File: config.mk
export PLATFORM = sky130hd
export DESIGN_NAME = lsu_master
export DESIGN_NICKNAME = d
export VERILOG_FILES = /design/src/rtl/lsu_master.sv
export SDC_FILE = /design/constraint.sdc
export NUM_CORES = 1
export LEC_CHECK = 0
export CORE_AREA = 5 5 132 109
export CTS_BUF_LIST = sky130_fd_sc_hd__clkbuf_16
export DETAILED_ROUTE_END_ITERATION = 12
export DIE_AREA = 0 0 137 114
export GPL_TIMING_DRIVEN = 0
export PLACE_DENSITY_LB_ADDON = 0.2
export SKIP_LAST_GASP = 1
export SYNTH_ARGS = -nofsm -noshare
export SYNTH_HDL_FRONTEND = slang
export SYNTH_SLANG_ARGS = --single-unit
File: constraint.sdc
create_clock -name clk -period 4.2 [get_ports clk]
set_input_delay 0.42 -clock clk [delete_from_list [all_inputs] [get_ports clk]]
set_output_delay 0.42 -clock clk [all_outputs]
set_load 0.03 [all_outputs]
File: src/rtl/lsu_master.sv
`default_nettype none
// ============================================================================
// Module      : lsu_master
// Description : Load/store initiator: turns one pipeline memory op into a
//               word-aligned req/ack memory transaction with byte enables,
//               lane-shifted store data and extended load data.
//               Optional store trace printing when LSU_TRACE_EN is defined.
// Revision    : 1.0 - initial release
// ============================================================================
module lsu_master #(
    parameter int TIMEOUT     = 255,
    parameter int WORD_ADDR_W = 10
) (
    input  logic        clk,
    input  logic        reset,
    input  logic        op_valid,
    output logic        op_ready,
    input  logic [2:0]  op_type,
    input  logic [31:0] op_addr,
    input  logic [31:0] op_wdata,
    input  logic [31:0] op_pc,
    output logic        res_valid,
    output logic [31:0] res_rdata,
    output logic        res_exc,
    output logic        res_exc_code,
    output logic        mem_req,
    output logic        mem_we,
    output logic [3:0]  mem_be,
    output logic [31:0] mem_addr,
    output logic [31:0] mem_wdata,
    input  logic        mem_ack,
    input  logic [31:0] mem_rdata
);

    typedef enum logic [1:0] {
        S_IDLE = 2'd0,
        S_REQ  = 2'd1,
        S_RESP = 2'd2
    } state_t;

    localparam logic [63:0] C_ADDR_SPAN = (64'd1 << (WORD_ADDR_W + 2)) - 64'd1;
    localparam logic [31:0] C_ADDR_MASK = C_ADDR_SPAN[31:0] & 32'hFFFF_FFFC;
    localparam logic [9:0]  C_TIMEOUT   = 10'(TIMEOUT);

    state_t      state_q, state_d;
    logic [2:0]  type_q, type_d;
    logic [1:0]  off_q, off_d;
    logic [9:0]  cnt_q, cnt_d;
    logic        mis_q, mis_d;
    logic        res_valid_q, res_valid_d;
    logic [31:0] res_rdata_q, res_rdata_d;
    logic        res_exc_q, res_exc_d;
    logic        res_exc_code_q, res_exc_code_d;
    logic        mem_req_q, mem_req_d;
    logic        mem_we_q, mem_we_d;
    logic [3:0]  mem_be_q, mem_be_d;
    logic [31:0] mem_addr_q, mem_addr_d;
    logic [31:0] mem_wdata_q, mem_wdata_d;

`ifdef LSU_TRACE_EN
    logic [31:0] pc_q, pc_d;
    logic [31:0] addr_q, addr_d;
`else
    logic        w_unused_pc;
    assign w_unused_pc = ^op_pc;
`endif

    logic        w_op_store;
    logic        w_size_word;
    logic        w_size_half;
    logic        w_misaligned;
    logic [3:0]  w_be;
    logic [31:0] w_wdata;
    logic        w_store_q;
    logic [15:0] w_lane;
    logic [31:0] w_load;

    // Decode of the op presented on the pipeline side
    always_comb begin
        w_op_store  = op_type[2] & (op_type[1] | op_type[0]);
        w_size_word = 1'b0;
        w_size_half = 1'b0;
        case (op_type)
            3'b000, 3'b101:         w_size_word = 1'b1;
            3'b001, 3'b010, 3'b110: w_size_half = 1'b1;
            default:                ;
        endcase

        if (w_size_word) begin
            w_misaligned = (op_addr[1:0] != 2'b00);
            w_be         = 4'b1111;
            w_wdata      = op_wdata;
        end else if (w_size_half) begin
            w_misaligned = op_addr[0];
            w_be         = 4'b0011 << op_addr[1:0];
            w_wdata      = {2{op_wdata[15:0]}};
        end else begin
            w_misaligned = 1'b0;
            w_be         = 4'b0001 << op_addr[1:0];
            w_wdata      = {4{op_wdata[7:0]}};
        end
        if (!w_op_store) begin
            w_be    = 4'b1111;
            w_wdata = 32'h0;
        end
    end

    // Load extraction from the returned word, using the latched op
    always_comb begin
        w_store_q = type_q[2] & (type_q[1] | type_q[0]);
        w_lane    = 16'(mem_rdata >> {off_q, 3'b000});
        case (type_q)
            3'b000:  w_load = mem_rdata;
            3'b001:  w_load = {{16{w_lane[15]}}, w_lane};
            3'b010:  w_load = {16'h0, w_lane};
            3'b011:  w_load = {{24{w_lane[7]}}, w_lane[7:0]};
            3'b100:  w_load = {24'h0, w_lane[7:0]};
            default: w_load = 32'h0;
        endcase
    end

    always_comb begin
        state_d        = state_q;
        type_d         = type_q;
        off_d          = off_q;
        cnt_d          = cnt_q;
        mis_d          = mis_q;
        res_valid_d    = 1'b0;
        res_rdata_d    = 32'h0;
        res_exc_d      = 1'b0;
        res_exc_code_d = 1'b0;
        mem_req_d      = mem_req_q;
        mem_we_d       = mem_we_q;
        mem_be_d       = mem_be_q;
        mem_addr_d     = mem_addr_q;
        mem_wdata_d    = mem_wdata_q;
`ifdef LSU_TRACE_EN
        pc_d           = pc_q;
        addr_d         = addr_q;
`endif

        case (state_q)
            S_IDLE: begin
                if (op_valid) begin
                    type_d = op_type;
                    off_d  = op_addr[1:0];
                    cnt_d  = 10'd0;
`ifdef LSU_TRACE_EN
                    pc_d   = op_pc;
                    addr_d = op_addr;
`endif
                    if (w_misaligned) begin
                        mis_d   = 1'b1;
                        state_d = S_RESP;
                    end else begin
                        state_d     = S_REQ;
                        mem_req_d   = 1'b1;
                        mem_we_d    = w_op_store;
                        mem_be_d    = w_be;
                        mem_addr_d  = op_addr & C_ADDR_MASK;
                        mem_wdata_d = w_wdata;
                    end
                end
            end
            S_REQ: begin
                // An ack in the final timeout cycle still completes the op
                if (mem_ack) begin
                    state_d     = S_RESP;
                    mem_req_d   = 1'b0;
                    mem_we_d    = 1'b0;
                    mem_be_d    = 4'b0000;
                    cnt_d       = 10'd0;
                    res_valid_d = 1'b1;
                    res_rdata_d = w_store_q ? 32'h0 : w_load;
                end else if (cnt_q + 10'd1 == C_TIMEOUT) begin
                    state_d        = S_RESP;
                    mem_req_d      = 1'b0;
                    mem_we_d       = 1'b0;
                    mem_be_d       = 4'b0000;
                    cnt_d          = 10'd0;
                    res_valid_d    = 1'b1;
                    res_exc_d      = 1'b1;
                    res_exc_code_d = 1'b1;
                end else begin
                    cnt_d = cnt_q + 10'd1;
                end
            end
            S_RESP: begin
                // Misaligned ops spend one extra cycle here before reporting
                if (mis_q) begin
                    mis_d       = 1'b0;
                    res_valid_d = 1'b1;
                    res_exc_d   = 1'b1;
                end else begin
                    state_d = S_IDLE;
                end
            end
            default: state_d = S_IDLE;
        endcase
    end

    always_ff @(posedge clk or posedge reset) begin
        if (reset) begin
            state_q        <= S_IDLE;
            type_q         <= 3'b000;
            off_q          <= 2'b00;
            cnt_q          <= 10'd0;
            mis_q          <= 1'b0;
            res_valid_q    <= 1'b0;
            res_rdata_q    <= 32'h0;
            res_exc_q      <= 1'b0;
            res_exc_code_q <= 1'b0;
            mem_req_q      <= 1'b0;
            mem_we_q       <= 1'b0;
            mem_be_q       <= 4'b0000;
            mem_addr_q     <= 32'h0;
            mem_wdata_q    <= 32'h0;
`ifdef LSU_TRACE_EN
            pc_q           <= 32'h0;
            addr_q         <= 32'h0;
`endif
        end else begin
            state_q        <= state_d;
            type_q         <= type_d;
            off_q          <= off_d;
            cnt_q          <= cnt_d;
            mis_q          <= mis_d;
            res_valid_q    <= res_valid_d;
            res_rdata_q    <= res_rdata_d;
            res_exc_q      <= res_exc_d;
            res_exc_code_q <= res_exc_code_d;
            mem_req_q      <= mem_req_d;
            mem_we_q       <= mem_we_d;
            mem_be_q       <= mem_be_d;
            mem_addr_q     <= mem_addr_d;
            mem_wdata_q    <= mem_wdata_d;
`ifdef LSU_TRACE_EN
            pc_q           <= pc_d;
            addr_q         <= addr_d;
`endif
        end
    end

`ifdef LSU_TRACE_EN
    always_ff @(posedge clk) begin
        if (!reset && state_q == S_REQ && mem_ack && mem_we_q) begin
            $display("@%h: *%h <= %h", pc_q, addr_q,
                     mem_wdata_q & {{8{mem_be_q[3]}}, {8{mem_be_q[2]}},
                                    {8{mem_be_q[1]}}, {8{mem_be_q[0]}}});
        end
    end
`endif

    assign op_ready     = (state_q == S_IDLE);
    assign res_valid    = res_valid_q;
    assign res_rdata    = res_rdata_q;
    assign res_exc      = res_exc_q;
    assign res_exc_code = res_exc_code_q;
    assign mem_req      = mem_req_q;
    assign mem_we       = mem_we_q;
    assign mem_be       = mem_be_q;
    assign mem_addr     = mem_addr_q;
    assign mem_wdata    = mem_wdata_q;

endmodule
`default_nettype wire
=== Word level (Yosys, flattened, before mapping) ===
Index checks and enable logic that the tools add are counted.

* Flip-flop bits (word level): 101
* Latch bits: 0
* Bits in writable memories: 0
* Bits in read-only memories: 0
* Input port bits: 135
* Output and inout bits: 106
* Word-level logic and storage cells: 100
* Memories kept: 0

* Add/sub/neg operators: 1
* Multiply operators: 0
* Divide/modulo/power cells: 0
* Magnitude comparators: 0
* Eq/ne operators: 16
* Shift operators: 3
* Multiplexer cells: 47
* Bitwise gates (word level): 5
* Reductions and logical operators: 14

{| class="wikitable"
|+ Operator list
! kind !! count
|-
| $mux W32 || 6
|-
| $pmux W32 S5 || 1
|-
| $shr A32 B5 Y16 || 1
|-
| $mux W10 || 3
|-
| $mux W4 || 7
|-
| $pmux W10 S2 || 1
|-
| $mux W1 || 17
|-
| $add A10 B1 Y10 const B || 1
|-
| $eq A10 B8 Y1 const B || 1
|-
| $mux W2 || 5
|-
| $pmux W1 S2 || 5
|-
| $eq A3 B2 Y1 const B || 3
|-
| $eq A3 B3 Y1 const B || 3
|-
| $reduce_and A3 Y1 || 3
|-
| $pmux W4 S2 || 1
|-
| $eq A3 B1 Y1 const B || 2
|-
| $logic_not A3 Y1 || 2
|-
| $ne A2 B2 Y1 const B || 3
|-
| $pmux W2 S3 || 1
|-
| $reduce_bool A2 Y1 || 3
|-
| $reduce_and A2 Y1 || 2
|-
| $reduce_and A4 Y1 || 1
|-
| $shl A1 B2 Y4 const A || 1
|-
| $shl A2 B2 Y4 const A || 1
|-
| 10 further kinds || 12
|}

=== Depth between registers and ports, before layout ===
Gate-level depths: netlist of the first run.

* Depth in word-level cells: 9
* Mapped depth: 10
* Gate-level depth less buffers: 7

=== Worst setup path before layout of the first run ===
No wires, ideal clock.

* Kind: register to register
* Start: register state_q[0]
* End: register mem_addr_q[10] (netlist: mem_addr[10])
* Setup time: 128 ps
* Arrival: 2098 ps
* Required time: 4072 ps
* Setup slack: 1975 ps
* Stages on the path, launching flop included: 9
* Buffers on the path: 3
* Period minus slack after synthesis: 2225 ps
* Cells stage by stage: dfrtp_1 inv_1 ha_1 clkbuf_1 nand2_1 or2_1 buf_4 buf_8 mux2_1

* Word-level cells in the longest chain between the ends: 2

{| class="wikitable"
|+ RTL lines
! what !! RTL line !! source
|-
| start: declaration || 45 || <nowiki>state_t state_q, state_d;</nowiki>
|-
| start signal: assignment || 223 || <nowiki>state_q <= state_d;</nowiki>
|-
| $logic_not A2 Y1 || n/a ||
|-
| net op_ready || 17 || <nowiki>output logic op_ready,</nowiki>
|-
| $reduce_and A3 Y1 (no line) || n/a ||
|-
| end signal: assignment || 235 || <nowiki>mem_addr_q <= mem_addr_d;</nowiki>
|-
| end: declaration || 57 || <nowiki>logic [31:0] mem_addr_q, mem_addr_d;</nowiki>
|}

The timed path passes the listed nets, and every way through them passes these cells.
A chain may end at the register's enable or synchronous reset.

=== Worst setup path after layout of the first run ===
* Start: register cnt_q[0]
* End: register mem_be_q[3] (netlist: mem_be[3])

* Word-level cells in the longest chain between the ends: 4

{| class="wikitable"
|+ RTL lines
! what !! RTL line !! source
|-
| start: declaration || 48 || <nowiki>logic [9:0] cnt_q, cnt_d;</nowiki>
|-
| start signal: assignment || 226 || <nowiki>cnt_q <= cnt_d;</nowiki>
|-
| $add A10 B1 Y10 || 175 || <nowiki>end else if (cnt_q + 10'd1 == C_TIMEOUT) begin</nowiki>
|-
| $eq A10 B8 Y1 || 175 ||
|-
| $ne A3 B3 Y1 (no line) || n/a ||
|-
| $reduce_and A4 Y1 (no line) || n/a ||
|-
| end signal: assignment || 234 || <nowiki>mem_be_q <= mem_be_d;</nowiki>
|-
| end: declaration || 56 || <nowiki>logic [3:0] mem_be_q, mem_be_d;</nowiki>
|}

Every way passes these cells.

==> results of run 1 <==
## cell families after synthesis
kind of cell,share of synthesized area [%]
muxes,8.11
buffers and inverters,8.01
adders and majority gates,1.18
other,0.0708
xor gates and xnor gates,0.496
AOI/OAI and AO/OA,20.5
DFF,47.7
and+or+nand+nor,13.9
## metal layers
| layer | track usage, % | part of all wire, % | wire length [um] | vias to the layer above |
|---|---|---|---|---|
| li1 | - | - | - | 2325 |
| met1 | 28.3 | 44 | 7000 | 2326 |
| met2 | 30.9 | 45 | 7160 | 213 |
| met3 | 5.11 | 7.9 | 1240 | 29 |
| met4 | 5.65 | 2.2 | 343 | 0 |
| met5 | 0 | 0 | 0 | - |
## metrics by stage
| step | hold slack [ns] | std cells | utilization [%] | total power [mW] | instance area, um2 |
|---|---|---|---|---|---|
| floorplan | 0.470 | 581 | - | 2.91 | 5370 |
| CTS | 0.484 | 941 | 57.8 | 4.66 | 7560 |
| global route | 0.512 | 941 | 57.8 | 4.91 | 7560 |
| finish | 0.478 | 941 | 57.8 | 4.62 | 7560 |
| global placement | 0.462 | 924 | 55.3 | 3.73 | 7230 |
| detailed placement | 0.469 | 925 | 55.5 | 3.79 | 7260 |
## cell usage after synthesis (11+ instances only)
| cell | n |
|---|---|
| a21o_1 | 20 |
| a21oi_1 | 36 |
| a22o_1 | 11 |
| buf_4 | 23 |
| clkbuf_1 | 24 |
| dfrtp_1 | 101 |
| mux2i_1 | 26 |
| nand2_1 | 92 |
| nand3_1 | 17 |
| nor2_1 | 25 |
| o211ai_1 | 11 |
| o21ai_0 | 43 |
| o31ai_1 | 16 |
## state kept, by name (all words and copies together), names as in the netlist, 2 cells and up
name       flops
cnt_q         10
res_rdata     32
state_q        2
mem_wdata     32
off_q          2
type_q         3
mem_addr      10
mem_be         4
## worst reg2reg max path: cells and delay by family, from the launching register on
family | cells | cell delay (ns)
compound gates | 3 | 0.99
simple gates | 2 | 0.64
flops | 1 | 0.45
fa+ha+maj | 1 | 0.29
## report_power, final
group | total (mW) | internal, mW | switching [mW] | leakage (nW)
Sequential | 1.43 | 1.26 | 0.172 | 1.34
Combinational | 2.36 | 0.967 | 1.39 | 1.77
Clock | 0.836 | 0.464 | 0.371 | 0.138
Total | 4.62 | 2.69 | 1.93 | 3.25
## path summary, 6_finish.rpt
path,slack [ns],endpoint,startpoint,depth (start not counted)
min,0.48,mem_wdata[22],mem_wdata[22],2
max reg2reg,1.73,mem_be[3],cnt_q[0],6
max in group asynchronous,2.99,mem_addr[6],reset,3
max,1.73,mem_be[3],cnt_q[0],6
min in group asynchronous,0.54,res_rdata[24],reset,2
min reg2reg,0.48,mem_wdata[22],mem_wdata[22],2
## area by class of cell
| class | instances | area [um2] |
|---|---|---|
| tap | 180 | 225 |
| multi-input combinational | 406 | 2420 |
| clock inverter | 7 | 75.1 |
| clock buffer | 9 | 225 |
| sequential | 101 | 2530 |
| fill | 1107 | 5520 |
| buffer | 64 | 387 |
| inverter | 10 | 40.0 |
| timing repair buffer | 164 | 1660 |
==> run_summary.xml, run 1 <==
<?xml version="1.0" encoding="UTF-8"?>
<metrics>
  <group name="floorplanning">
    <metric name="fp.dieArea" unit="um2">15600</metric>
    <metric name="core" unit="um2">13100</metric>
    <metric name="io_pins" unit="">241</metric>
    <metric name="fp-row-count" unit="">38</metric>
    <metric name="chipWidth" unit="um">137</metric>
    <metric name="die_y" unit="um">114</metric>
    <metric name="initial_core_util" unit="%">40.5</metric>
  </group>
  <group name="finish">
    <metric name="final_net_count" unit="">896</metric>
    <metric name="n_antenna_cell" unit="">0</metric>
    <metric name="layout_common_cells" unit="">clkdlybuf4s50_1 (163), dfrtp_1 (101), nand2_1 (92)</metric>
    <metric name="most_common_library_cell_in_the_layout_ignoring_fill_and_taps" unit="">clkdlybuf4s50_1</metric>
    <metric name="area.growth.synth_to_final" unit="%">42.8</metric>
    <metric name="fraction_of_final_layout_cells_with_drive_strength_greater_than_1" unit="%">8.80</metric>
  </group>
  <group name="global_routing">
    <metric name="grt_pass1_wl" unit="mm">25.0</metric>
    <metric name="maximum_number_of_pins_on_one_net_before_global_route_repair" unit="">53</metric>
    <metric name="number_of_global_route_vias_before_repair" unit="">4845</metric>
    <metric name="global_route.usage.total" unit="%">20.1</metric>
    <metric name="initial_antenna_violation_count" unit="">0</metric>
    <metric name="global_route_congestion_overflow_total" unit="">0</metric>
  </group>
  <group name="power">
    <metric name="powerDensity" unit="nW/um2">612</metric>
    <metric name="worst_vdd_drop" unit="V">0.000450</metric>
    <metric name="leakage" unit="nW">3.25</metric>
  </group>
  <group name="yosys">
    <metric name="synthFlopType" unit="">dfrtp_1</metric>
    <metric name="postSynthRegisterBits" unit="">101</metric>
    <metric name="seq_area_frac_synth" unit="%">47.7</metric>
    <metric name="synth_cell_types" unit="">52</metric>
    <metric name="netlist_instances" unit="">560</metric>
    <metric name="ys.warnings.count" unit="">0</metric>
    <metric name="cell_area_synth" unit="um2">5290</metric>
    <metric name="synth_largest_area_cell" unit="">dfrtp_1</metric>
    <metric name="synth_top_cells_by_area" unit="">dfrtp_1 (48%), nand2_1 (6.5%), mux2i_1 (4.9%)</metric>
    <metric name="syn-mean-instance-area" unit="um2">9.45</metric>
    <metric name="synth_enable_flop_cells" unit="">0</metric>
    <metric name="proportion_of_register_bits_with_asynchronous_set_or_reset_after_synthesis" unit="%">100</metric>
    <metric name="synth.top_cell.area_share" unit="%">47.7</metric>
  </group>
  <group name="route">
    <metric name="drtIter0Drc" unit="">314</metric>
    <metric name="detailroute.via_count" unit="">4893</metric>
    <metric name="detail_route.vias_per_cell" unit="">5.20</metric>
    <metric name="detail_route.wl_per_cell" unit="um">16.7</metric>
    <metric name="ant_nets" unit="">0</metric>
    <metric name="route.detailed.drc" unit="">0</metric>
    <metric name="detail_route.wirelength" unit="mm">15.7</metric>
    <metric name="detailedRoute.firstPassIterationCount" unit="">5</metric>
  </group>
  <group name="timing">
    <metric name="final-setup-viol-count" unit="">0</metric>
    <metric name="timing.final.crit_period" unit="ns">2.47</metric>
    <metric name="finalHoldViolCount" unit="">0</metric>
    <metric name="slew_of_the_pin_with_the_lowest_slew_margin" unit="ns">0.786</metric>
    <metric name="slew_headroom" unit="%">47.6</metric>
    <metric name="final_min_period_over_clock_period" unit="%">58.9</metric>
    <metric name="grt_setup_unrepaired" unit="">no</metric>
    <metric name="tns" unit="ns">0</metric>
    <metric name="clock_skew" unit="ns">0.00755</metric>
    <metric name="drv_slew" unit="">0</metric>
    <metric name="max_clock_freq" unit="GHz">0.404</metric>
    <metric name="postLayoutSetupSlackWorst" unit="ns">1.73</metric>
  </group>
  <group name="critical_path">
    <metric name="cp_slowest_stage_delay" unit="ns">0.49</metric>
    <metric name="worst-setup-path-type" unit="">flip-flop to flip-flop</metric>
    <metric name="cp-end-kind" unit="">flip-flop</metric>
    <metric name="crit_arrival" unit="ns">2.70</metric>
    <metric name="worstSetupStartpointType" unit="">flip-flop</metric>
    <metric name="cp_cell_sequence" unit="">ha_1 -&gt; and4_1 -&gt; or3_1 -&gt; a221oi_2 -&gt; o21ai_1 -&gt; a22o_1</metric>
    <metric name="crit_buf_inv" unit="">0</metric>
    <metric name="cp_top_family" unit="">compound AO/OA/AOI/OAI gates</metric>
    <metric name="critPathMaxFanout" unit="">7</metric>
    <metric name="required" unit="ns">4.43</metric>
    <metric name="crit_path_top_delay_cell" unit="">a221oi_2</metric>
  </group>
  <group name="cts">
    <metric name="cts_resized" unit="">0</metric>
    <metric name="cts-root-to-sink-buffers" unit="">2</metric>
    <metric name="worst_skew_pair.late_latency" unit="ns">0.34</metric>
    <metric name="post-cts-setup-buffers" unit="">0</metric>
    <metric name="numCtsBuffers" unit="">9</metric>
    <metric name="tritoncts_num_sinks" unit="">101</metric>
    <metric name="clockRootBuffer" unit="">clkbuf_16</metric>
    <metric name="cts.htree.levels" unit="">3</metric>
    <metric name="cts-hold-fix-buffers" unit="">0</metric>
    <metric name="cts.clk_slew.worst_paths" unit="ns">0.07</metric>
    <metric name="cts_tree" unit="">done</metric>
  </group>
  <group name="outcome">
    <metric name="run_status" unit="">finished clean</metric>
  </group>
  <group name="min_path">
    <metric name="hold_class" unit="">flip-flop to flip-flop</metric>
  </group>
  <group name="placement">
    <metric name="place.port_buffers" unit="">163</metric>
    <metric name="dp_hpwl" unit="mm">12.2</metric>
    <metric name="place_worst_setup_slack" unit="ns">1.42</metric>
    <metric name="routabilityCongestion" unit="">0.898</metric>
  </group>
  <group name="job">
    <metric name="cap_violations" unit="">0</metric>
  </group>
</metrics>
(Power assumes the default switching activity.)
==> inputs of run 2 (changes only) <==
==> constraint.sdc (replaced) <==
create_clock -name clk -period 2.5 [get_ports clk]
set_input_delay 0.25 -clock clk [delete_from_list [all_inputs] [get_ports clk]]
set_output_delay 0.25 -clock clk [all_outputs]
set_load 0.03 [all_outputs]
==> run_summary.xml, run 2 (synthesis gave the netlist of run 1 again) <==
<?xml version="1.0" encoding="UTF-8"?>
<metrics>
  <group name="cts">
    <metric name="cts.htree.levels" unit="">3</metric>
    <metric name="numCtsBuffers" unit="">9</metric>
    <metric name="cts-root-to-sink-buffers" unit="">2</metric>
    <metric name="post-cts-setup-buffers" unit="">0</metric>
    <metric name="clockRootBuffer" unit="">clkbuf_16</metric>
    <metric name="cts-hold-fix-buffers" unit="">0</metric>
    <metric name="tritoncts_num_sinks" unit="">101</metric>
    <metric name="cts.clk_slew.worst_paths" unit="ns">0.07</metric>
    <metric name="cts_resized" unit="">0</metric>
    <metric name="worst_skew_pair.late_latency" unit="ns">0.34</metric>
    <metric name="cts_tree" unit="">done</metric>
  </group>
  <group name="finish">
    <metric name="most_common_library_cell_in_the_layout_ignoring_fill_and_taps" unit="">clkdlybuf4s50_1</metric>
    <metric name="final_net_count" unit="">897</metric>
    <metric name="layout_common_cells" unit="">clkdlybuf4s50_1 (163), dfrtp_1 (101), nand2_1 (92)</metric>
    <metric name="finish.cell_count_without_fillers" unit="">941</metric>
    <metric name="n_antenna_cell" unit="">0</metric>
    <metric name="area.growth.synth_to_final" unit="%">44.0</metric>
    <metric name="fraction_of_final_layout_cells_with_drive_strength_greater_than_1" unit="%">8.94</metric>
  </group>
  <group name="critical_path">
    <metric name="cp-end-kind" unit="">flip-flop</metric>
    <metric name="crit_arrival" unit="ns">2.70</metric>
    <metric name="cp_top_family" unit="">compound AO/OA/AOI/OAI gates</metric>
    <metric name="critPathMaxFanout" unit="">9</metric>
    <metric name="cp_slowest_stage_delay" unit="ns">0.44</metric>
    <metric name="cp_cell_sequence" unit="">ha_1 -&gt; and4_1 -&gt; or3_1 -&gt; a221o_1 -&gt; buf_2 -&gt; a211oi_1 -&gt; a21o_1</metric>
    <metric name="crit_path_top_delay_cell" unit="">dfrtp_1</metric>
    <metric name="required" unit="ns">2.78</metric>
    <metric name="worstSetupStartpointType" unit="">flip-flop</metric>
    <metric name="worst-setup-path-type" unit="">flip-flop to flip-flop</metric>
    <metric name="crit_buf_inv" unit="">1</metric>
  </group>
  <group name="power">
    <metric name="p_comb_share" unit="%">50.8</metric>
    <metric name="switching_share_of_power" unit="%">41.1</metric>
    <metric name="p_seq_share" unit="%">30.4</metric>
    <metric name="power_frac_clock" unit="%">18.8</metric>
    <metric name="powerDensity" unit="nW/um2">1030</metric>
    <metric name="leakage" unit="nW">3.27</metric>
    <metric name="switching_power" unit="mW">3.22</metric>
    <metric name="worst_vdd_drop" unit="V">0.000597</metric>
    <metric name="p_int" unit="mW">4.62</metric>
    <metric name="power.total" unit="mW">7.84</metric>
  </group>
  <group name="floorplanning">
    <metric name="die_y" unit="um">114</metric>
    <metric name="chipWidth" unit="um">137</metric>
    <metric name="fp-row-count" unit="">38</metric>
    <metric name="core" unit="um2">13100</metric>
    <metric name="io_pins" unit="">241</metric>
    <metric name="fp.dieArea" unit="um2">15600</metric>
    <metric name="initial_core_util" unit="%">40.5</metric>
  </group>
  <group name="route">
    <metric name="detail_route.wirelength" unit="mm">15.7</metric>
    <metric name="detail_route.vias_per_cell" unit="">5.18</metric>
    <metric name="route.detailed.drc" unit="">0</metric>
    <metric name="detailedRoute.firstPassIterationCount" unit="">6</metric>
    <metric name="drtIter0Drc" unit="">431</metric>
    <metric name="ant_nets" unit="">0</metric>
    <metric name="detail_route.wl_per_cell" unit="um">16.7</metric>
    <metric name="detailroute.via_count" unit="">4878</metric>
  </group>
  <group name="timing">
    <metric name="max_clock_freq" unit="GHz">0.413</metric>
    <metric name="final.hold.worst_slack" unit="ns">0.294</metric>
    <metric name="slew_headroom" unit="%">46.6</metric>
    <metric name="final-setup-viol-count" unit="">0</metric>
    <metric name="clock_skew" unit="ns">0.00974</metric>
    <metric name="timing.final.crit_period" unit="ns">2.42</metric>
    <metric name="slew_of_the_pin_with_the_lowest_slew_margin" unit="ns">0.801</metric>
    <metric name="grt_setup_unrepaired" unit="">no</metric>
    <metric name="drv_slew" unit="">0</metric>
    <metric name="finalHoldViolCount" unit="">0</metric>
    <metric name="final_min_period_over_clock_period" unit="%">96.8</metric>
  </group>
  <group name="global_routing">
    <metric name="grt_pass1_wl" unit="mm">24.9</metric>
    <metric name="initial_antenna_violation_count" unit="">0</metric>
    <metric name="global_route_congestion_overflow_total" unit="">0</metric>
    <metric name="number_of_global_route_vias_before_repair" unit="">4811</metric>
    <metric name="maximum_number_of_pins_on_one_net_before_global_route_repair" unit="">31</metric>
    <metric name="global_route.usage.total" unit="%">20.0</metric>
  </group>
  <group name="outcome">
    <metric name="run_status" unit="">finished clean</metric>
  </group>
  <group name="job">
    <metric name="cap_violations" unit="">0</metric>
  </group>
  <group name="placement">
    <metric name="post-place-cells" unit="">927</metric>
    <metric name="place.port_buffers" unit="">163</metric>
    <metric name="routabilityCongestion" unit="">0.897</metric>
    <metric name="dp_hpwl" unit="mm">12.5</metric>
  </group>
  <group name="min_path">
    <metric name="hold_class" unit="">input pin to async pin</metric>
  </group>
</metrics>
-- run 2: cell types whose count changed in the layout (fill, tap and decap cells not counted) --
cell and delta:
bufinv_16 +1, inv_4 -1, buf_12 +2, nor2_1 -1, clkinv_4 -1, a221oi_4 +1, nor2_2 +1, inv_1 +1
clkbuf_1 -1, clkinv_2 -1, a221oi_2 -1
-- run 2: per-stage QoR --
stage / utilization, % / worst slack, ns / TNS (ns) / area, um2
after floorplan: - / 0.275 / 0 / 5380
after global placement: 55.3 / -0.0659 / -0.623 / 7230
after detailed placement: 55.8 / -0.176 / -3.24 / 7300
after CTS: 58.2 / 0.00657 / 0 / 7610
after global routing: 58.3 / 0.00584 / 0 / 7620
final: 58.3 / 0.0803 / 0 / 7620
-- run 2: area by class of cell --
| type | count | area (um2) |
|---|---|---|
| buffer | 63 | 383 |
| clock buffer | 9 | 225 |
| clock inverter | 6 | 87.6 |
| fill | 1134 | 5450 |
| inverter | 10 | 41.3 |
| multi-input combinational | 406 | 2430 |
| sequential | 101 | 2530 |
| tap | 180 | 225 |
| timing repair buffer | 166 | 1700 |
-- run 2: path summary, 6_finish.rpt --
check / startpoint / endpoint / slack, ns / depth (start not counted)
worst max-delay path: cnt_q[0] / state_q[0] / 0.08 / 7
worst min-delay path: reset / res_rdata[3] / 0.29 / 2
worst max register to register: cnt_q[0] / state_q[0] / 0.08 / 7
worst min register to register: mem_wdata[30] / mem_wdata[30] / 0.48 / 2
max in group asynchronous: reset / mem_wdata[31] / 1.30 / 5
min in group clk: mem_wdata[30] / mem_wdata[30] / 0.48 / 2
-- run 2: power groups by stage --
| stage | logic [mW] | registers [mW] | clock network [mW] |
|---|---|---|---|
| after floorplan | 1.69 | 3.20 | 0 |
| after global placement | 3.87 | 2.40 | 0 |
| after detailed placement | 3.98 | 2.41 | 0 |
| after CTS | 4.00 | 2.39 | 1.51 |
| after global routing | 4.31 | 2.44 | 1.57 |
| final | 3.98 | 2.38 | 1.47 |
-- run 2: metal layers --
metal | wire length [um] | up-vias | share of wire (%) | global-route usage (%)
li1 | - | 2326 | - | -
met1 | 6980 | 2342 | 44 | 27.3
met2 | 7460 | 186 | 47 | 32.0
met3 | 1040 | 24 | 6.6 | 4.76
met4 | 256 | 0 | 1.6 | 5.39
met5 | 0 | - | 0 | 0
==> inputs of run 3 (changes only) <==
--- a/config.mk
+++ b/config.mk
@@ -9,9 +9,7 @@
 export CTS_BUF_LIST = sky130_fd_sc_hd__clkbuf_16
 export DETAILED_ROUTE_END_ITERATION = 12
 export DIE_AREA = 0 0 137 114
-export GPL_TIMING_DRIVEN = 0
 export PLACE_DENSITY_LB_ADDON = 0.2
-export SKIP_LAST_GASP = 1
 export SYNTH_ARGS = -nofsm -noshare
 export SYNTH_HDL_FRONTEND = slang
 export SYNTH_SLANG_ARGS = --single-unit
==> run_summary.xml, run 3 (synthesis gave the netlist of run 1 again) <==
<?xml version="1.0" encoding="UTF-8"?>
<metrics>
  <group name="outcome">
    <metric name="run_status" unit="">finished clean</metric>
  </group>
  <group name="timing">
    <metric name="timing.final.crit_period" unit="ns">2.35</metric>
    <metric name="clock_skew" unit="ns">0.00785</metric>
    <metric name="drv_slew" unit="">0</metric>
    <metric name="max_clock_freq" unit="GHz">0.425</metric>
    <metric name="slew_headroom" unit="%">51.7</metric>
    <metric name="final.hold.worst_slack" unit="ns">0.316</metric>
    <metric name="tns" unit="ns">0</metric>
    <metric name="final_min_period_over_clock_period" unit="%">94.1</metric>
    <metric name="slew_of_the_pin_with_the_lowest_slew_margin" unit="ns">0.723</metric>
    <metric name="grt_setup_unrepaired" unit="">no</metric>
    <metric name="finalHoldViolCount" unit="">0</metric>
    <metric name="final-setup-viol-count" unit="">0</metric>
  </group>
  <group name="critical_path">
    <metric name="required" unit="ns">2.73</metric>
    <metric name="cp_cell_sequence" unit="">ha_1 -&gt; and4_1 -&gt; or3_1 -&gt; a221oi_4 -&gt; o21ai_1 -&gt; a22o_1</metric>
    <metric name="r2r_slack" unit="ns">0.15</metric>
    <metric name="worstSetupStartpointType" unit="">flip-flop</metric>
    <metric name="cp-end-kind" unit="">flip-flop</metric>
    <metric name="crit_path_top_delay_cell" unit="">dfrtp_1</metric>
    <metric name="worst-setup-path-type" unit="">flip-flop to flip-flop</metric>
    <metric name="crit_arrival" unit="ns">2.59</metric>
    <metric name="critPathMaxFanout" unit="">6</metric>
    <metric name="cp_top_family" unit="">compound AO/OA/AOI/OAI gates</metric>
    <metric name="crit_buf_inv" unit="">0</metric>
    <metric name="cp_slowest_stage_delay" unit="ns">0.43</metric>
  </group>
  <group name="finish">
    <metric name="fraction_of_final_layout_cells_with_drive_strength_greater_than_1" unit="%">6.93</metric>
    <metric name="fillers" unit="">1136</metric>
    <metric name="layout_common_cells" unit="">clkdlybuf4s50_1 (166), dfrtp_1 (101), nand2_1 (92)</metric>
    <metric name="most_common_library_cell_in_the_layout_ignoring_fill_and_taps" unit="">clkdlybuf4s50_1</metric>
    <metric name="design_area" unit="um2">7380</metric>
    <metric name="final_net_count" unit="">856</metric>
    <metric name="final_util" unit="%">56.4</metric>
    <metric name="finish.cell_count_without_fillers" unit="">901</metric>
    <metric name="area.growth.synth_to_final" unit="%">39.3</metric>
    <metric name="n_antenna_cell" unit="">0</metric>
  </group>
  <group name="global_routing">
    <metric name="global_route_congestion_overflow_total" unit="">0</metric>
    <metric name="maximum_number_of_pins_on_one_net_before_global_route_repair" unit="">66</metric>
    <metric name="global_route.usage.total" unit="%">19.3</metric>
    <metric name="grt_pass1_wl" unit="mm">23.8</metric>
    <metric name="number_of_global_route_vias_before_repair" unit="">4535</metric>
    <metric name="initial_antenna_violation_count" unit="">0</metric>
  </group>
  <group name="route">
    <metric name="top_layer_used" unit="">met4</metric>
    <metric name="route.detailed.drc" unit="">0</metric>
    <metric name="detailedRoute.firstPassIterationCount" unit="">5</metric>
    <metric name="ant_nets" unit="">0</metric>
    <metric name="detailroute.wirelength.met2" unit="mm">6.95</metric>
    <metric name="met3WireLength" unit="mm">1.07</metric>
    <metric name="detailroute.via_count" unit="">4623</metric>
    <metric name="drtIter0Drc" unit="">268</metric>
    <metric name="met1Wirelength" unit="mm">6.67</metric>
    <metric name="detail_route.vias_per_cell" unit="">5.13</metric>
    <metric name="detail_route.wl_per_cell" unit="um">16.7</metric>
    <metric name="detail_route.wirelength" unit="mm">15.1</metric>
  </group>
  <group name="cts">
    <metric name="cts.htree.levels" unit="">3</metric>
    <metric name="clockRootBuffer" unit="">clkbuf_16</metric>
    <metric name="cts.clk_slew.worst_paths" unit="ns">0.07</metric>
    <metric name="cts_resized" unit="">0</metric>
    <metric name="worst_skew_pair.late_latency" unit="ns">0.35</metric>
    <metric name="cts-root-to-sink-buffers" unit="">2</metric>
    <metric name="numCtsBuffers" unit="">9</metric>
    <metric name="tritoncts_num_sinks" unit="">101</metric>
    <metric name="cts-hold-fix-buffers" unit="">0</metric>
    <metric name="cts_tree" unit="">done</metric>
    <metric name="post-cts-setup-buffers" unit="">0</metric>
  </group>
  <group name="power">
    <metric name="powerDensity" unit="nW/um2">1040</metric>
    <metric name="worst_vdd_drop" unit="V">0.000652</metric>
    <metric name="leakage" unit="nW">3.15</metric>
  </group>
  <group name="floorplanning">
    <metric name="initial_core_util" unit="%">40.5</metric>
    <metric name="fp.dieArea" unit="um2">15600</metric>
    <metric name="die_y" unit="um">114</metric>
    <metric name="io_pins" unit="">241</metric>
    <metric name="chipWidth" unit="um">137</metric>
    <metric name="core" unit="um2">13100</metric>
    <metric name="fp-row-count" unit="">38</metric>
  </group>
  <group name="placement">
    <metric name="dp_hpwl" unit="mm">11.5</metric>
    <metric name="placed_cell_area" unit="um2">7070</metric>
    <metric name="place.port_buffers" unit="">166</metric>
    <metric name="post-place-cells" unit="">885</metric>
    <metric name="routabilityCongestion" unit="">0.886</metric>
  </group>
  <group name="job">
    <metric name="cap_violations" unit="">0</metric>
  </group>
  <group name="min_path">
    <metric name="hold_class" unit="">input pin to async pin</metric>
  </group>
</metrics>
==> run 3: per-layer routing <==
| metal | vias up | GRT usage, % |
|---|---|---|
| li1 | 2246 | - |
| met1 | 2172 | 26.4 |
| met2 | 181 | 29.8 |
| met3 | 24 | 4.98 |
| met4 | 0 | 6.78 |
| met5 | - | 0 |
==> run 3: power by group <==
group	switching (mW)	internal, mW	leakage, nW
Clock	0.601	0.770	0.144
Sequential	0.374	2.11	1.34
Combinational	2.18	1.61	1.66
Total	3.16	4.49	3.15
==> run 3: layout make-up <==
cell class              count  area [um2]  area share, %
clock buffers               9         225           3.05
well taps                 180         225           3.05
repair buffers            188        1850           25.1
inverters                  10        41.3          0.560
multi-input cells         406        2440           33.0
flip-flops and latches    101        2530           34.3
clock inverters             7        67.6          0.916
==> run 3: worst paths after layout <==
check	start	endpoint	cells after the start
hold reg to reg	mem_wdata[9]	mem_wdata[9]	2
min in group clk	mem_wdata[9]	mem_wdata[9]	2
setup reg to reg	cnt_q[1]	mem_be[3]	6
setup / recovery	cnt_q[1]	mem_be[3]	6
hold / removal	reset	res_rdata[3]	2
max in group asynchronous	reset	mem_wdata[18]	3
==> run 3: worst reg2reg max path: stages, from the launching register on <==
cell and delay (ns):
dfrtp_1 0.43, ha_1 0.27, and4_1 0.27, or3_1 0.38, a221oi_4 0.42, o21ai_1 0.20, a22o_1 0.27
==> run 3: through the flow <==
| stage | total power [mW] | setup WS, ns |
|---|---|---|
| after CTS | 7.72 | 0.0501 |
| after detailed placement | 6.31 | 0.0684 |
| after global placement | 6.23 | 0.186 |
| after floorplan | 4.89 | 0.275 |
| after global routing | 8.13 | 0.00630 |
| final | 7.65 | 0.147 |
==> RTL edit, RTL diff (flow settings as in run 1) <==
`mem_wdata_q` no longer has a reset.
--- a/src/rtl/lsu_master.sv
+++ b/src/rtl/lsu_master.sv
@@ -214,7 +214,6 @@
             mem_we_q       <= 1'b0;
             mem_be_q       <= 4'b0000;
             mem_addr_q     <= 32'h0;
-            mem_wdata_q    <= 32'h0;
 `ifdef LSU_TRACE_EN
             pc_q           <= 32'h0;
             addr_q         <= 32'h0;
@@ -233,12 +232,15 @@
             mem_we_q       <= mem_we_d;
             mem_be_q       <= mem_be_d;
             mem_addr_q     <= mem_addr_d;
-            mem_wdata_q    <= mem_wdata_d;
 `ifdef LSU_TRACE_EN
             pc_q           <= pc_d;
             addr_q         <= addr_d;
 `endif
         end
+    end
+
+    always_ff @(posedge clk) begin
+        mem_wdata_q <= mem_wdata_d;
     end
 
 `ifdef LSU_TRACE_EN
Function: changed (a bounded check fails within 4 cycles, from zero or initial values and one cycle with reset high).
==> RTL edit against run 1 <==
Sequential cell count unchanged. Non-clock buffer count down 11. Synthesized area down 0.17%. Worst setup slack worse by 84 ps. Total power down 9.6%. Hold slack better by 26 ps. Global-route usage down 0.28 points. Cell area up 0.43%. Cell count down 4.1%. Core utilization up 0.25 points. Routed wire length down 1.0%. Highest routed layer unchanged.
==> RTL edit: results (changes against run 1) <==
| Metric | Value |
|---|---|
| CP max FO | `41 (was 7)` |
| Final HPWL DP | `11.6 mm (was 12.2 mm)` |
| R2R depth | `7 (was 6)` |
| First-pass GRT wire length | `24.2 mm (was 25.0 mm)` |
| Share of the yosys chip area belonging to registers | `50.9% (was 47.7%)` |
| Layout cells sized above 1 | `9.42% (was 8.80%)` |
| CP Data Arrival Time | `2790 ps (was 2700 ps)` |
| Worst R2R Start | `state_q[0]$_DFFE_PP0P_ (was cnt_q[0]$_DFFE_PP0P_)` |
| Hold Path Depth | `1 (was 2)` |
| Wire per inst | `17.3 um (was 16.7 um)` |
| Global Route Usage Sum | `19.8% (was 20.1%)` |
| Vias in the first global route | `4,555 (was 4,845)` |
| CP Capture Point | `mem_addr[8]$_DFFE_PP0P_ (was mem_be[3]$_DFFE_PP0P_)` |
| Post-synth EDFFs | `32 (was 0)` |
| Critical Path Max Stage Delay | `780 ps (was 490 ps)` |
| Worst slew pin tran | `891 ps (was 786 ps)` |
| Post-synthesis async set-or-reset flop share | `68.3% (was 100%)` |
| Final #Nets | `857 (was 896)` |
| Synth unique cells | `50 (was 52)` |
| FF-to-FF setup slack | `1810 ps (was 1730 ps)` |
| Synth top area cells | `dfrtp_1 33%, edfxtp_1 18%, nand2_1 4.1% (was dfrtp_1 48%, nand2_1 6.5%, mux2i_1 4.9%)` |
| Placer Congestion | `0.906 (was 0.898)` |
| WP buf/inv | `2 (was 0)` |
| Pin count of the biggest net entering global routing | `70 (was 53)` |
| R2r endpoint | `mem_addr[8]$_DFFE_PP0P_ (was mem_be[3]$_DFFE_PP0P_)` |
| Clk_skew | `4.79 ps (was 7.55 ps)` |
| Status | `finished, final reports clean (unchanged)` |
[RTL edit: routing by layer]
metal | GRT usage [%] | wire length, um | share of wire (%) | up-vias
met5 | 0 | 0 | 0 | -
met4 | 4.65 | 253 | 1.6 | 0
met3 | 7.54 | 1430 | 9.2 | 19
met2 | 32.2 | 7320 | 47 | 208
met1 | 25.2 | 6580 | 42 | 2194
li1 | - | - | - | 2173
[RTL edit: worst min-delay path by stage]
| stage | startpoint | end | slack [ps] |
|---|---|---|---|
| after floorplan | cnt_q[8]$_DFFE_PP0P_ | cnt_q[8]$_DFFE_PP0P_ | 480 |
| after global placement | mem_be[0]$_DFFE_PP0P_ | mem_be[0]$_DFFE_PP0P_ | 490 |
| after detailed placement | mem_be[0]$_DFFE_PP0P_ | mem_be[0]$_DFFE_PP0P_ | 490 |
| after CTS | mem_be[0]$_DFFE_PP0P_ | mem_be[0]$_DFFE_PP0P_ | 510 |
| after global routing | mem_addr[7]$_DFFE_PP0P_ | mem_addr[7]$_DFFE_PP0P_ | 520 |
| final | mem_be[0]$_DFFE_PP0P_ | mem_be[0]$_DFFE_PP0P_ | 500 |
[RTL edit: per-stage QoR]
stage / worst slack, ps / util, % / instances / instance area [um^2]
after floorplan: 1960 / - / 540 / 5360
after global placement: 843 / 55.5 / 886 / 7250
after detailed placement: 1320 / 55.5 / 886 / 7250
after CTS: 1680 / 58.1 / 902 / 7590
after global routing: 1460 / 58.1 / 902 / 7590
final: 1640 / 58.1 / 902 / 7590
[RTL edit: cell families after synthesis]
logic type | share of synthesized area [%]
AND/OR/NAND/NOR | 14.7
AO/OA/AOI/OAI | 17.1
flip-flops | 50.9
buffers and inverters | 6.75
multiplexers | 8.52
adder cells (fa/ha/maj) | 1.18
XOR/XNOR | 0.829
other | 0.0710
[RTL edit: cell type report]
cell class                      instances  area, um^2  share of cell area (%)
Sequential cell                       101        2690                    35.4
Timing Repair Buffer                  166        1660                    21.9
Tap cell                              180         225                    2.97
Inverter                               18        70.1                   0.923
Buffer                                 51         289                    3.81
Multi-Input combinational cell        370        2320                    30.6
Clock buffer                            9         225                    2.97
Clock inverter                          7         114                    1.50
[RTL edit: worst reg2reg max path, cell delays in order, from the launching register on]
cell and delay, ps:
dfrtp_1 380, inv_1 100, ha_1 180, clkbuf_1 290
nand2_1 270, nor2_1 270, buf_6 390, mux2_4 380
[RTL edit: where the power goes]
group | internal [mW] | switching, mW | leakage, nW | total (mW)
clock network | 0.579 | 0.368 | 0.161 | 0.947
registers | 1.23 | 0.0950 | 1.21 | 1.32
logic | 0.808 | 1.10 | 1.69 | 1.91
total | 2.61 | 1.56 | 3.06 | 4.18
